## src/rtl/ad_lvds_rx_deframe.sv

```systemverilog
// rtl/ad_lvds_rx_deframe.sv - AD9361 LVDS receive deframer: FRAME-based half-cycle alignment,
// 12-bit I/Q sample rebuild for 1R1T/2R2T, lock tracking and saturating framing-error count.
`timescale 1ns/1ps
module ad_lvds_rx_deframe #(
  parameter int LOCK_COUNT    = 4,
  parameter int ERR_CNT_WIDTH = 16
) (
  input  logic                     clk,
  input  logic                     rst,
  input  logic                     mode_1r1t,
  input  logic                     rx_frame_p,
  input  logic                     rx_frame_n,
  input  logic [5:0]               rx_data_p,
  input  logic [5:0]               rx_data_n,
  output logic                     adc_valid,
  output logic [11:0]              adc_data_i0,
  output logic [11:0]              adc_data_q0,
  output logic [11:0]              adc_data_i1,
  output logic [11:0]              adc_data_q1,
  output logic                     adc_locked,
  output logic                     adc_frame_err,
  output logic [ERR_CNT_WIDTH-1:0] adc_err_cnt
);

  localparam int CW = (LOCK_COUNT < 2) ? 1 : $clog2(LOCK_COUNT + 1);

  typedef enum logic [1:0] {ST_SEEK = 2'd0, ST_ALIGN = 2'd1, ST_LOCK = 2'd2} state_t;

  logic [5:0] d_p_q, d_n_q, d_n_prev;
  logic       f_p_q, f_n_q, f_n_prev;
  logic       mode_q;
  logic [1:0] frame_prev;
  logic [2:0] pos_q, pos;
  logic [5:0] hi0_i, hi0_q, lo0_i, lo0_q, hi1_i, hi1_q;

  state_t     state_q, state_d;
  logic [CW-1:0] cnt_q, cnt_d;
  logic       mis_q, mis_d;
  logic       phase_sel, phase_d;

  logic       f_first, f_second;
  logic [5:0] d_first, d_second;
  logic [1:0] frame_word, exp_word;
  logic [2:0] period_len, half_len;
  logic       restart, clk_good, period_end, misaligned, mode_change;
  logic       valid_c, err_c;
  logic [11:0] smp_i0, smp_q0, smp_i1, smp_q1;

  always_ff @(posedge clk) begin
    if (rst) begin
      d_p_q      <= '0;
      d_n_q      <= '0;
      d_n_prev   <= '0;
      f_p_q      <= 1'b0;
      f_n_q      <= 1'b0;
      f_n_prev   <= 1'b0;
      mode_q     <= 1'b0;
      frame_prev <= 2'b00;
      pos_q      <= 3'd0;
      hi0_i      <= '0;
      hi0_q      <= '0;
      lo0_i      <= '0;
      lo0_q      <= '0;
      hi1_i      <= '0;
      hi1_q      <= '0;
    end else begin
      d_p_q      <= rx_data_p;
      d_n_q      <= rx_data_n;
      d_n_prev   <= d_n_q;
      f_p_q      <= rx_frame_p;
      f_n_q      <= rx_frame_n;
      f_n_prev   <= f_n_q;
      mode_q     <= mode_1r1t;
      frame_prev <= frame_word;
      pos_q      <= pos;
      case (pos)
        3'd0: begin hi0_i <= d_first; hi0_q <= d_second; end
        3'd1: begin lo0_i <= d_first; lo0_q <= d_second; end
        3'd2: begin hi1_i <= d_first; hi1_q <= d_second; end
        default: ;
      endcase
    end
  end

  // phase_sel=1 pairs the previous falling nibble with the current rising one
  assign f_first    = phase_sel ? f_n_prev : f_p_q;
  assign f_second   = phase_sel ? f_p_q    : f_n_q;
  assign d_first    = phase_sel ? d_n_prev : d_p_q;
  assign d_second   = phase_sel ? d_p_q    : d_n_q;
  assign frame_word = {f_first, f_second};
  assign misaligned = f_first != f_second;
  assign restart    = (frame_word == 2'b11) && (frame_prev == 2'b00);
  assign mode_change = mode_1r1t != mode_q;

  assign period_len = mode_q ? 3'd2 : 3'd4;
  assign half_len   = mode_q ? 3'd1 : 3'd2;

  always_comb begin
    pos = pos_q;
    if (restart) pos = 3'd0;
    else if (pos_q != 3'd7) pos = pos_q + 3'd1;
  end

  assign exp_word   = (pos < half_len) ? 2'b11 : 2'b00;
  assign clk_good   = (pos < period_len) && (frame_word == exp_word);
  assign period_end = clk_good && (pos == period_len - 3'd1);

  always_comb begin
    if (mode_q) begin
      smp_i0 = {hi0_i, d_first};
      smp_q0 = {hi0_q, d_second};
      smp_i1 = 12'h000;
      smp_q1 = 12'h000;
    end else begin
      smp_i0 = {hi0_i, lo0_i};
      smp_q0 = {hi0_q, lo0_q};
      smp_i1 = {hi1_i, d_first};
      smp_q1 = {hi1_q, d_second};
    end
  end

  always_ff @(posedge clk) begin
    if (rst) begin
      state_q   <= ST_SEEK;
      cnt_q     <= '0;
      mis_q     <= 1'b0;
      phase_sel <= 1'b0;
    end else begin
      state_q   <= state_d;
      cnt_q     <= cnt_d;
      mis_q     <= mis_d;
      phase_sel <= phase_d;
    end
  end

  always_comb begin
    state_d = state_q;
    cnt_d   = cnt_q;
    mis_d   = mis_q;
    phase_d = phase_sel;
    if (mode_change) begin
      state_d = ST_SEEK;
      cnt_d   = '0;
      mis_d   = 1'b0;
    end else begin
      case (state_q)
        ST_SEEK: begin
          if (restart) begin
            state_d = ST_ALIGN;
            cnt_d   = CW'(1);
            mis_d   = 1'b0;
          end else if (misaligned) begin
            if (mis_q) begin
              phase_d = ~phase_sel;
              mis_d   = 1'b0;
            end else begin
              mis_d   = 1'b1;
            end
          end
        end
        ST_ALIGN: begin
          if (!clk_good) begin
            state_d = ST_SEEK;
            cnt_d   = '0;
          end else if (period_end) begin
            if (int'(cnt_q) + 1 >= LOCK_COUNT) begin
              state_d = ST_LOCK;
              cnt_d   = '0;
            end else begin
              cnt_d   = cnt_q + CW'(1);
            end
          end
        end
        ST_LOCK: begin
          if (!clk_good) begin
            state_d = ST_SEEK;
            cnt_d   = '0;
          end
        end
        default: begin
          state_d = ST_SEEK;
          cnt_d   = '0;
        end
      endcase
    end
  end

  always_comb begin
    adc_locked = (state_q == ST_LOCK);
    valid_c    = (state_q == ST_LOCK) && period_end && !mode_change;
    err_c      = (state_q == ST_LOCK) && !clk_good && !mode_change;
  end

  always_ff @(posedge clk) begin
    if (rst) begin
      adc_valid     <= 1'b0;
      adc_data_i0   <= '0;
      adc_data_q0   <= '0;
      adc_data_i1   <= '0;
      adc_data_q1   <= '0;
      adc_frame_err <= 1'b0;
      adc_err_cnt   <= '0;
    end else begin
      adc_valid     <= valid_c;
      adc_frame_err <= err_c;
      if (valid_c) begin
        adc_data_i0 <= smp_i0;
        adc_data_q0 <= smp_q0;
        adc_data_i1 <= smp_i1;
        adc_data_q1 <= smp_q1;
      end
      if (err_c && !(&adc_err_cnt)) adc_err_cnt <= adc_err_cnt + 1'b1;
    end
  end

endmodule

```

## config.mk

```make
export PLATFORM = sky130hd
export DESIGN_NAME = ad_lvds_rx_deframe
export DESIGN_NICKNAME = d
export VERILOG_FILES = /design/src/rtl/ad_lvds_rx_deframe.sv
export SDC_FILE = /design/constraint.sdc
export NUM_CORES = 1
export LEC_CHECK = 0
export BUFFER_PORTS_ARGS = -buffer_cell sky130_fd_sc_hd__buf_2
export CORE_UTILIZATION = 35
export DETAILED_ROUTE_END_ITERATION = 10
export GPL_ROUTABILITY_DRIVEN = 0
export PLACE_DENSITY = 0.56
export SYNTH_ARGS = -nofsm -noshare
export SYNTH_HDL_FRONTEND = slang
export SYNTH_SLANG_ARGS = --single-unit
```

## constraint.sdc

```tcl
create_clock -name clk -period 7.3 [get_ports clk]
set_input_delay 1.095 -clock clk [delete_from_list [all_inputs] [get_ports clk]]
set_output_delay 1.095 -clock clk [all_outputs]
set_load 0.03 [all_outputs]
```

==> impl_metrics.json <==
{
  "status": "completed",
  "multi_input_area_mm2": 0.00262,
  "crit_type": "reg2reg",
  "pre_cts_ws_ns": 2.63,
  "synth_warnings": 0,
  "leakage_nw": 2.61,
  "die_h_um": 127,
  "synth_area_mm2": 0.00550,
  "cts_sinks": 136,
  "min_path_type": "reg2reg",
  "tns_ns": 0,
  "path_clk_slew_ns": 0.06,
  "num_rows": 45,
  "start_util_pct": 36.1,
  "syn-num-nets": 632,
  "grt_pass1_wl_um": 20200,
  "worstSetupEndpointType": "register",
  "setup_viol": 0,
  "worstPathArrival_ns": 5.02,
  "die-area_mm2": 0.0162,
  "dp_hpwl_um": 8090,
  "vias": 4337,
  "rsz0062_at_grt": "no",
  "holdWs_ns": 0.445,
  "avgSynthCellArea_um2": 9.04,
  "area_growth_pct": 21.1,
  "drt_iter0_drc": 236,
  "cts-root-buf": "clkbuf_16",
  "synthArstFlopShare_pct": 0,
  "wl_um": 12600,
  "slew_headroom_pct": 21.5,
  "seq_area_frac_synth_pct": 49.5,
  "syn-instance-count": 609,
  "synthFlopType": "dfxtp_1",
  "routedWlPerCell_um": 13.9,
  "post_cts_resized": 0,
  "hold_viol": 0,
  "core_area_mm2": 0.0153,
  "drc_errors": 0,
  "yosys_register_bits": 136,
  "worst_pin_slew_ns": 1.18,
  "numCtsBuffers": 17,
  "critical_path_peak_fanout": 25,
  "layout.nets": 699,
  "drtPass1Iterations": 4,
  "fin_ws_ns": 2.59,
  "grt_usage_pct": 16.1,
  "period_share_pct": 64.5,
  "ff_latch_area_mm2": 0.00272,
  "synth_edf_count": 0,
  "maxCapViolations": 0,
  "fillCellCount": 1503,
  "grt_pass1_vias": 4047,
  "antenna_found_initial": 0,
  "cts_hold_buffers": 0,
  "layout_commonest_cell": "dfxtp_1",
  "peakVddDrop_v": 0.000162,
  "ioPinCount": 84,
  "final_util_pct": 43.7,
  "postCtsSetupRepairBufs": 0,
  "drive_above_1_share_pct": 19.2,
  "clock_latency_ns": 0.42,
  "power_density_mw_per_mm2": 270,
  "synth_cell_type_count": 43,
  "start_kind": "register",
  "viasPerCell": 4.82,
  "layout_common_cells": "dfxtp_1, nor2_1, buf_2",
  "die_x_um": 127,
  "cts_tree": "done",
  "final.setup_skew_ns": 0.00683,
  "io_buffer_count": 83,
  "layout_min_cycle_time_ns": 4.71,
  "clock.fmax_ghz": 0.212,
  "grt_start_max_net_pins": 116,
  "antenna_cells": 0,
  "maxSlewViolCount": 0,
  "htreeDepth": 4,
  "clk_path_buf_depth": 2,
  "cp.required_ns": 7.61,
  "ant_nets": 0,
  "grt_overflow_total": 0
}
area by class of cell:
class | count | area share (%)
multi-input combinational | 430 | 39.2
inverter | 3 | 0.169
clock inverter | 10 | 2.14
sequential | 136 | 40.8
timing repair buffer | 88 | 6.83
clock buffer | 22 | 6.81
tap | 211 | 3.96
critical path, cell delays in order (launching register included):
cell and delay [ns]:
dfxtp_1 0.85, mux2_2 0.32, ha_1 0.14, nor3b_2 0.75
or2_2 0.25, ha_1 0.26, nor4_1 0.37, nand4bb_1 0.33
nand2_1 0.49, nor4_1 0.47, mux2_2 0.37
power breakdown:
group | leakage [nW] | internal, W | total [W] | switching [W]
Sequential | 1.11 | 0.000772 | 0.000789 | 0.0000171
Combinational | 1.22 | 0.0000491 | 0.000143 | 0.0000937
Clock | 0.289 | 0.000548 | 0.000867 | 0.000318
worst paths after layout:
check	slack, ns	end	start	cells past startpoint
worst max-delay path	2.59	adc_err_cnt[5]	phase_sel	10
worst min-delay path	0.44	cnt_q[2]	cnt_q[2]	2
worst max register to register	2.59	adc_err_cnt[5]	phase_sel	10
worst min register to register	0.44	cnt_q[2]	cnt_q[2]	2
logic make-up (layout without fill, tap and decap cells):
group | Yosys count | count (layout) | share of synthesized area, %
flops | 136 | 136 | 49.5
mux | 61 | 61 | 11.3
simple gates | 264 | 264 | 23.6
compound gates | 97 | 97 | 10.6
buf+inv | 43 | 123 | 3.25
fa+ha+maj | 6 | 6 | 1.36
xor+xnor | 2 | 2 | 0.318
layer usage:
layer  track usage, %  vias to the layer above  wire (µm)
met1             21.6                     1978       6210
met5                0                        -          0
met4             7.49                        0        209
li1                 -                     2237          -
met3             4.56                       21        684
met2             23.9                      101       5450
registers in the layout, indices dropped and copies added, names as in the netlist, 6 cells and up:
register and count:
hi0_q 6, adc_data_i0 12, adc_err_cnt 16, adc_data_q0 12
d_p_q 6, d_n_q 6, hi0_i 6, adc_data_q1 12
d_n_prev 6, lo0_i 6, hi1_q 6, hi1_i 6
adc_data_i1 12, lo0_q 6
metrics by stage:
stage	cells	instance area, µm²	power (W)
after floorplan	609	5500	0.000909
after global placement	868	6070	0.000942
after detailed placement	868	6070	0.000947
after CTS	900	6670	0.00182
after global routing	900	6670	0.00187
final	900	6670	0.00180
cells in the mapped netlist, types with 2 or more instances:
library cell    n  area [µm²]
a211oi_1       27         203
clkbuf_1       32         120
nor3_1         10        50.1
a21oi_1        47         235
or2_2           2        12.5
nand4_1         9        56.3
ha_1            6        75.1
a31oi_1         2        12.5
and3_1          3        18.8
or4_1           2        15.0
dfxtp_1       136        2720
buf_2           2        10.0
mux2i_1        51         510
nor4_1          7        43.8
buf_1           2        7.51
o21ai_0        10        50.1
nand2b_1       15        93.8
nand2_1        12        45.0
nor2_1        134         503
buf_4           4        30.0
nand3b_1       13        97.6
o21ai_1         2        10.0
and2_1          2        12.5
a21boi_0        2        15.0
or3_1           7        43.8
mux2_2         10         113
nand3_1         6        30.0
inv_1           3        11.3
nor2b_1        37         231
(Power assumes the default switching activity.)
